### src/rtl/l2_write_buffer.sv
// Posted write buffer between the L1 arbiter and L2: coalesces writebacks, drains them when idle, lets reads bypass.
// Optional macro WBUF_FORWARD_EN serves read hits straight from the buffer instead of draining first.
module l2_write_buffer #(
  parameter int ADDR_W = 16,
  parameter int LINE_W = 128,
  parameter int DEPTH  = 4
) (
  input  logic                       clk,
  input  logic                       reset,
  input  logic [ADDR_W-1:0]          arb_address,
  input  logic                       arb_read,
  input  logic                       arb_write,
  input  logic [LINE_W-1:0]          arb_wdata,
  output logic [LINE_W-1:0]          arb_rdata,
  output logic                       arb_mem_resp,
  output logic [ADDR_W-1:0]          mem_address,
  output logic                       mem_read,
  output logic                       mem_write,
  output logic [LINE_W-1:0]          mem_wdata,
  input  logic [LINE_W-1:0]          mem_rdata,
  input  logic                       mem_resp,
  output logic [$clog2(DEPTH+1)-1:0] wb_count
);
  localparam int OFF_W = $clog2(LINE_W / 8);
  localparam int TAG_W = ADDR_W - OFF_W;
  localparam int PTR_W = (DEPTH > 1) ? $clog2(DEPTH) : 1;
  localparam int CNT_W = $clog2(DEPTH + 1);

  typedef enum logic [1:0] {S_IDLE, S_DRAIN, S_READ, S_ACK} state_t;

  state_t            state_q, state_d;
  logic [DEPTH-1:0]  valid_q, valid_d;
  logic [TAG_W-1:0]  tag_q  [DEPTH];
  logic [TAG_W-1:0]  tag_d  [DEPTH];
  logic [LINE_W-1:0] line_q [DEPTH];
  logic [LINE_W-1:0] line_d [DEPTH];
  logic [PTR_W-1:0]  head_q, head_d, tail_q, tail_d;
  logic [CNT_W-1:0]  count_q, count_d;
  logic [LINE_W-1:0] arb_rdata_q, arb_rdata_d;
  logic              arb_mem_resp_q, arb_mem_resp_d;
  logic [ADDR_W-1:0] mem_address_q, mem_address_d;
  logic              mem_read_q, mem_read_d;
  logic              mem_write_q, mem_write_d;
  logic [LINE_W-1:0] mem_wdata_q, mem_wdata_d;

  logic [TAG_W-1:0]  req_tag;
  logic              hit;
  logic [PTR_W-1:0]  hit_idx;
  logic              full;

  assign req_tag = arb_address[ADDR_W-1:OFF_W];
  assign full    = (count_q == CNT_W'(DEPTH));

  // At most one valid entry can hold a given tag because writes coalesce.
  always_comb begin
    hit     = 1'b0;
    hit_idx = '0;
    for (int i = 0; i < DEPTH; i++) begin
      if (!hit && valid_q[i] && (tag_q[i] == req_tag)) begin
        hit     = 1'b1;
        hit_idx = PTR_W'(i);
      end
    end
  end

  function automatic logic [PTR_W-1:0] next_ptr(input logic [PTR_W-1:0] p);
    return (p == PTR_W'(DEPTH - 1)) ? '0 : p + PTR_W'(1);
  endfunction

  always_comb begin
    state_d        = state_q;
    valid_d        = valid_q;
    tag_d          = tag_q;
    line_d         = line_q;
    head_d         = head_q;
    tail_d         = tail_q;
    count_d        = count_q;
    arb_rdata_d    = '0;
    arb_mem_resp_d = 1'b0;
    mem_address_d  = mem_address_q;
    mem_read_d     = mem_read_q;
    mem_write_d    = mem_write_q;
    mem_wdata_d    = mem_wdata_q;
    unique case (state_q)
      S_IDLE: begin
        if (arb_write) begin
          if (hit) begin
            line_d[hit_idx] = arb_wdata;
            arb_mem_resp_d  = 1'b1;
            state_d         = S_ACK;
          end else if (!full) begin
            valid_d[tail_q] = 1'b1;
            tag_d[tail_q]   = req_tag;
            line_d[tail_q]  = arb_wdata;
            tail_d          = next_ptr(tail_q);
            count_d         = count_q + CNT_W'(1);
            arb_mem_resp_d  = 1'b1;
            state_d         = S_ACK;
          end else begin
            mem_write_d   = 1'b1;
            mem_address_d = {tag_q[head_q], {OFF_W{1'b0}}};
            mem_wdata_d   = line_q[head_q];
            state_d       = S_DRAIN;
          end
        end else if (arb_read) begin
`ifdef WBUF_FORWARD_EN
          if (hit) begin
            arb_rdata_d    = line_q[hit_idx];
            arb_mem_resp_d = 1'b1;
            state_d        = S_ACK;
          end else begin
`else
          // Without a forwarding path, stale L2 data is avoided by draining until the line leaves the buffer.
          if (hit) begin
            mem_write_d   = 1'b1;
            mem_address_d = {tag_q[head_q], {OFF_W{1'b0}}};
            mem_wdata_d   = line_q[head_q];
            state_d       = S_DRAIN;
          end else begin
`endif
            mem_read_d    = 1'b1;
            mem_address_d = arb_address;
            state_d       = S_READ;
          end
        end else if (count_q != '0) begin
          mem_write_d   = 1'b1;
          mem_address_d = {tag_q[head_q], {OFF_W{1'b0}}};
          mem_wdata_d   = line_q[head_q];
          state_d       = S_DRAIN;
        end
      end
      S_DRAIN: begin
        if (mem_resp) begin
          valid_d[head_q] = 1'b0;
          head_d          = next_ptr(head_q);
          count_d         = count_q - CNT_W'(1);
          mem_write_d     = 1'b0;
          mem_address_d   = '0;
          mem_wdata_d     = '0;
          state_d         = S_IDLE;
        end
      end
      S_READ: begin
        if (mem_resp) begin
          arb_rdata_d    = mem_rdata;
          arb_mem_resp_d = 1'b1;
          mem_read_d     = 1'b0;
          mem_address_d  = '0;
          state_d        = S_ACK;
        end
      end
      S_ACK: begin
        state_d = S_IDLE;
      end
      default: begin
        state_d = S_IDLE;
      end
    endcase
  end

  always_ff @(posedge clk or posedge reset) begin
    if (reset) begin
      state_q        <= S_IDLE;
      valid_q        <= '0;
      head_q         <= '0;
      tail_q         <= '0;
      count_q        <= '0;
      arb_rdata_q    <= '0;
      arb_mem_resp_q <= 1'b0;
      mem_address_q  <= '0;
      mem_read_q     <= 1'b0;
      mem_write_q    <= 1'b0;
      mem_wdata_q    <= '0;
      for (int i = 0; i < DEPTH; i++) begin
        tag_q[i]  <= '0;
        line_q[i] <= '0;
      end
    end else begin
      state_q        <= state_d;
      valid_q        <= valid_d;
      head_q         <= head_d;
      tail_q         <= tail_d;
      count_q        <= count_d;
      arb_rdata_q    <= arb_rdata_d;
      arb_mem_resp_q <= arb_mem_resp_d;
      mem_address_q  <= mem_address_d;
      mem_read_q     <= mem_read_d;
      mem_write_q    <= mem_write_d;
      mem_wdata_q    <= mem_wdata_d;
      tag_q          <= tag_d;
      line_q         <= line_d;
    end
  end

  assign arb_rdata    = arb_rdata_q;
  assign arb_mem_resp = arb_mem_resp_q;
  assign mem_address  = mem_address_q;
  assign mem_read     = mem_read_q;
  assign mem_write    = mem_write_q;
  assign mem_wdata    = mem_wdata_q;
  assign wb_count     = count_q;
endmodule
### config.mk
export PLATFORM = sky130hd
export DESIGN_NAME = l2_write_buffer
export DESIGN_NICKNAME = d
export VERILOG_FILES = /design/src/rtl/l2_write_buffer.sv
export SDC_FILE = /design/constraint.sdc
export NUM_CORES = 2
export LEC_CHECK = 0
export CELL_PAD_IN_SITES_DETAIL_PLACEMENT = 1
export CELL_PAD_IN_SITES_GLOBAL_PLACEMENT = 2
export CORE_ASPECT_RATIO = 0.5
export CORE_MARGIN = 1.5
export CORE_UTILIZATION = 38
export CTS_CLUSTER_DIAMETER = 50
export DETAILED_ROUTE_END_ITERATION = 10
export HOLD_SLACK_MARGIN = 0.05
export PLACE_DENSITY = 0.91
export SETUP_SLACK_MARGIN = 0.15
export SLEW_MARGIN = 0
export SYNTH_ARGS = -nofsm -noshare
export SYNTH_HDL_FRONTEND = slang
export SYNTH_SLANG_ARGS = --single-unit
### constraint.sdc
create_clock -name clk -period 30.7 [get_ports clk]
set_input_delay 3.07 -clock clk [delete_from_list [all_inputs] [get_ports clk]]
set_output_delay 3.07 -clock clk [all_outputs]
set_load 0.01 [all_outputs]
# Yosys cells after proc, flatten, opt, wreduce, memory -nomap -nowiden
# Index checks and enable logic that the tools add are counted.
# op_classes
addsub	4
order_cmp	9
eq_ne	23
muxes	84
bitwise	8
n_reduce_logical	28
# ops
op	n
128-bit 2-to-1 mux	13
512-bit bitwise mux	2
512-bit 2-to-1 mux	2
128-bit demux with 2-bit select	2
128-bit binary-select mux with 2-bit select	1
128-bit case mux with 2 select lines	1
16-bit 2-to-1 mux	7
48-bit bitwise mux	1
12-bit equality test	4
12-bit 2-to-1 mux	3
16-bit case mux with 2 select lines	1
12-bit binary-select mux with 2-bit select	1
12-bit demux with 2-bit select	1
2-bit 2-to-1 mux	12
1-bit 2-to-1 mux	21
4-bit 2-to-1 mux	4
2-bit inequality test (second input constant)	8
5-bit AND reduction	3
3-bit 2-to-1 mux	4
1-bit logical AND	11
3-bit greater-or-equal comparator (second input constant)	3
2-bit inverter with 3-bit output	3
2-bit equality test (second input constant)	4
4-bit inequality test (second input constant)	2
28 further kinds	42
# totals
ff_bits	848
input_bits	277
output_inout_bits	278

# Depth between registers and ports, before layout
# logic_depth
ltp_word	22
mapped_depth	11
ltp_nobuf	8

# Least setup slack after synthesis
# Ideal clock, no wire load.
# synth_path
kind	in2reg
start	input port arb_address[10]
end	register line_q[256] in the netlist's numbering
t_arrival_ns	5.111
setup_slack_ns	25.464
cell_stages	10
path_buffers	3
cell_sequence	buf_2 > xnor2_1 > nand4_1 > nor4_2 > a21oi_1 > and3b_1 > o21ai_1 > buf_2 > buf_2 > mux2_2
# synth_between
elab_chain_len	22
word_cells_on_any_way	31
classes_between	order compare: 2; eq/ne: 5; mux: 11; bitwise: 1; reduce/logical: 12
# synth_rtl
element	line_no	rtl
start, declared	10	input logic [ADDR_W-1:0] arb_address,
12-bit equality test	59	if (!hit && valid_q[i] && (tag_q[i] == req_tag)) begin
1-bit logical AND	59	
1-bit 2-to-1 mux	59	
1-bit zero test	59	
1-bit logical AND (2 in series)	59	
1-bit 2-to-1 mux	59	
1-bit zero test	59	
1-bit logical AND (2 in series)	59	
(+4 left out)	--	
2-bit 2-to-1 mux	59	
2-bit inverter with 3-bit output (not written as such)	88	line_d[hit_idx] = arb_wdata;
3-bit greater-or-equal comparator (not written as such) or 3-bit by 1-bit < comparator with 1-bit output (tied branches)	88	
1-bit logical AND (not written as such)	88	
128-bit 2-to-1 mux (not written as such)	88	
128-bit demux with 2-bit select	88	
512-bit bitwise mux	88	
512-bit 2-to-1 mux	87	if (hit) begin
end signal, assigned	191	line_q <= line_d;
end, declared	35	logic [LINE_W-1:0] line_q [DEPTH];
# Parallel ways exist; a longest one is shown, timed or not.
# A chain may end at the register's enable or synchronous reset.

# Worst setup path in the final report
# layout_path
start	input port arb_address[5]
end	register mem_wdata_q[109], in the netlist mem_wdata[109]
# layout_between
elab_chain_len	17
word_cells_on_any_way	21
classes_between	eq/ne: 6; mux: 4; reduce/logical: 11
# layout_rtl
element	line_no	rtl
12-bit equality test	59	
1-bit logical AND	59	
1-bit 2-to-1 mux	59	
1-bit zero test	59	
1-bit logical AND (2 in series)	59	
1-bit 2-to-1 mux	59	
1-bit zero test	59	
1-bit logical AND (2 in series)	59	
1-bit 2-to-1 mux	59	
1-bit zero test	59	
1-bit logical AND (2 in series)	59	
1-bit 2-to-1 mux (*)	59	
4-bit inequality test (no source line) or 3-bit inequality test (tied branches)	--	
6-bit AND reduction (no source line) (*)	--	
end signal, assigned	189	mem_wdata_q <= mem_wdata_d;
end, declared	44	logic [LINE_W-1:0] mem_wdata_q, mem_wdata_d;
# Every way passes the cells marked *; elsewhere a longest branch is shown, timed or not.

==> impl_metrics.yaml <==
hold_path:
  holdPathEnd: "line_q[274]"
  holdCritStartpoint: "line_q[274]"
  hp-class: "register to register"
  holdPathStages: 1
power_and_ir_drop:
  irDropWorstVdd_uv: 65.0
  p_leak_nw: 20.1
  p_per_area_nw_per_um2: 104
  power_mw: 4.75
clock_tree:
  root_buffer: "clkbuf_16"
  cts_hold_buffers: 0
  clk_path_buf_depth: 3
  clock_latency_ns: 0.67
  cts.sinks: 848
  post_cts_resized: 0
  post-cts-setup-buffers: 0
  cts_made_buffers: 82
  cts_max_level: 3
  cts_tree: "yes"
  clk_pin_slew_ns: 0.07
logic_synthesis:
  synth-edff-count: 0
  ys_warn_count: 0
  netlist_instances: 2429
  syn_nets: 2719
  syn_area_um2: 36200
  seq_area_frac_synth_pct: 58.7
  avgSynthCellArea_um2: 14.9
  synth_top_area_share_pct: 58.7
  async_flop_share_pct: 100
  synth.distinct_cells: 43
  dominantRegCellSynth: "dfrtp_1"
  yosys-top-cells-area: "dfrtp_1 59%, mux2_2 18%, mux4_2 8.7%"
  synth_top_area_cell: "dfrtp_1"
  synth_seq_cells: 848
sta:
  tns_ns: 0
  fmax_mhz: 131
  finalSetupViolations: 0
  slew_headroom_pct: 25.8
  fin_crit_sh_pct: 24.8
  rsz0062_at_grt: "false"
  worst_pin_slew_ns: 1.11
  holdWs_ns: 0.502
  drv_slew: 0
  hold_violations: 0
  finClkSkew_ns: 0.0321
  fin_crit_ns: 7.62
  setup_slack_ns: 23.08
worst_setup_path:
  cp_cell_sequence: "clkdlybuf4s50_1 -> xnor2_1 -> nand4_1 -> nor4_4 -> nor4_4 -> and3b_4 -> a211oi_4 -> buf_4 -> buf_4 -> buf_4 -> mux2i_1"
  slowest_stage: "buf_4"
  crit_fanout: 47
  rr_worst_depth: 9
  slowest_delay_ns: 0.82
  cp-start-kind: "input pin"
  rrSetupSlack_ns: 25.72
  crit_arrival_ns: 8.20
  cp.required_ns: 31.28
  cp_top_family: "buffers and inverters"
  r2r-end: "mem_wdata[109]"
  path_class: "input pin to register"
  crit_buf_inv: 4
  crit_top_cell: "buf_4"
  timing.rr.start: "state_q[1]"
  cp-end-kind: "register"
drt:
  vias: 21882
  drtIter0Drc: 1159
  wire_per_inst_um: 24.4
  viasPerCell: 5.15
  drt-pass1-iter-count: 4
  drc: 0
  ant_nets: 0
  drt-total-wl_um: 104000
status:
  status: "finished clean"
floorplanning:
  coreArea_um2: 93600
  initial_core_util_pct: 38.6
  fp-row-count: 79
  die_w_um: 439
  ioPinCount: 555
  die_h_um: 221
  dieArea_um2: 97100
final_layout:
  fin_cells: 4252
  final_nets: 3217
  drive_gt1_share_pct: 29.8
  fillers: 9163
  fin_area_um2: 45500
  area_growth_pct: 25.8
  final_core_util_pct: 48.6
  layout_common_cells: "846 x dfrtp_1, 574 x mux2_2, 553 x clkdlybuf4s50_1, 145 x nand2_1, 144 x inv_1"
  layout_commonest_cell: "dfrtp_1"
grt:
  grt_max_degree: 129
  grt_pass1_vias: 24849
  grtUsageTotal_pct: 21.6
  grt_pass1_wl_um: 160000
  antenna_found_initial: 16
  overflow: 0
placement:
  dp_hpwl_um: 65900
  globalplace.congestion: 0.905
  placed_cells: 4098
  postPlaceCellArea_um2: 42700
  portBuffers: 554
  post-place-ws_ns: 22.41
run:
  max_cap_violations: 0
worst max-delay path by stage:
stage,start,to,slack (ns),depth (start not counted)
4_1_cts,arb_address[4],mem_wdata[109],23.09,11
2_1_floorplan,reset,arb_mem_resp,3.80,1
6_report,arb_address[5],mem_wdata[109],23.08,11
5_1_grt,arb_address[13],mem_wdata[100],22.90,11
3_5_place_dp,arb_address[4],mem_wdata[94],22.41,11
3_3_place_gp,arb_address[4],mem_wdata[29],22.58,11
layout make-up:
type | count | area, um2 | share of cell area (%)
flip-flops and latches | 848 | 21200 | 46.7
clock inverters | 28 | 370 | 0.814
clock buffers | 117 | 2340 | 5.15
inverters | 146 | 558 | 1.23
repair buffers | 581 | 5790 | 12.7
well taps | 1255 | 1570 | 3.45
diodes | 9 | 22.5 | 0.0495
multi-input cells | 1268 | 13600 | 29.9
report_power, final:
group	leakage [nW]	switching, mW	total, mW	internal [mW]
clock network	1.32	0.460	1.03	0.574
registers	10.6	0.301	1.90	1.60
logic	8.11	0.798	1.82	1.02
layer usage:
layer / vias to the layer above / share of wire [%] / global-route usage (%)
met1: 11849 / 41 / 26.6
li1: 9547 / - / -
met4: 10 / 2.3 / 6.12
met3: 137 / 3.8 / 4.53
met5: - / 0.067 / 0
met2: 339 / 53 / 38.1
state kept, by name, indices dropped and copies added (netlist names), 2 cells and up:
signal / flops
state_q: 2
tail_q: 2
mem_wdata: 128
line_q: 512
head_q: 2
arb_rdata: 128
wb_count: 3
tag_q: 48
valid_q: 4
mem_address: 16
cell families (layout without fill, tap and decap cells):
logic type | after synthesis | in the layout | synth area share [%]
AOI/OAI and AO/OA | 44 | 44 | 1.02
xor gates and xnor gates | 51 | 51 | 1.24
adders and majority gates | 13 | 13 | 0.471
buffers and inverters | 313 | 872 | 3.83
DFF | 848 | 848 | 58.7
muxes | 844 | 844 | 30.2
other | 0 | 9 | 0
and+or+nand+nor | 316 | 316 | 4.56
cell usage after synthesis, drive strengths merged (2+ instances only):
library cell	count
dfrtp	848
mux2	574
inv	145
nand2	145
mux4	140
mux2i	130
and3	128
buf	103
clkbuf	64
xnor2	51
a22o	16
ha	12
nand3	11
nor2	9
o21ai	9
nand4	8
nor4	7
a21oi	4
o41ai	4
and3b	3
a211oi	2
and2	2
o31ai	2
No activity file was read; power rests on OpenSTA's default activity.
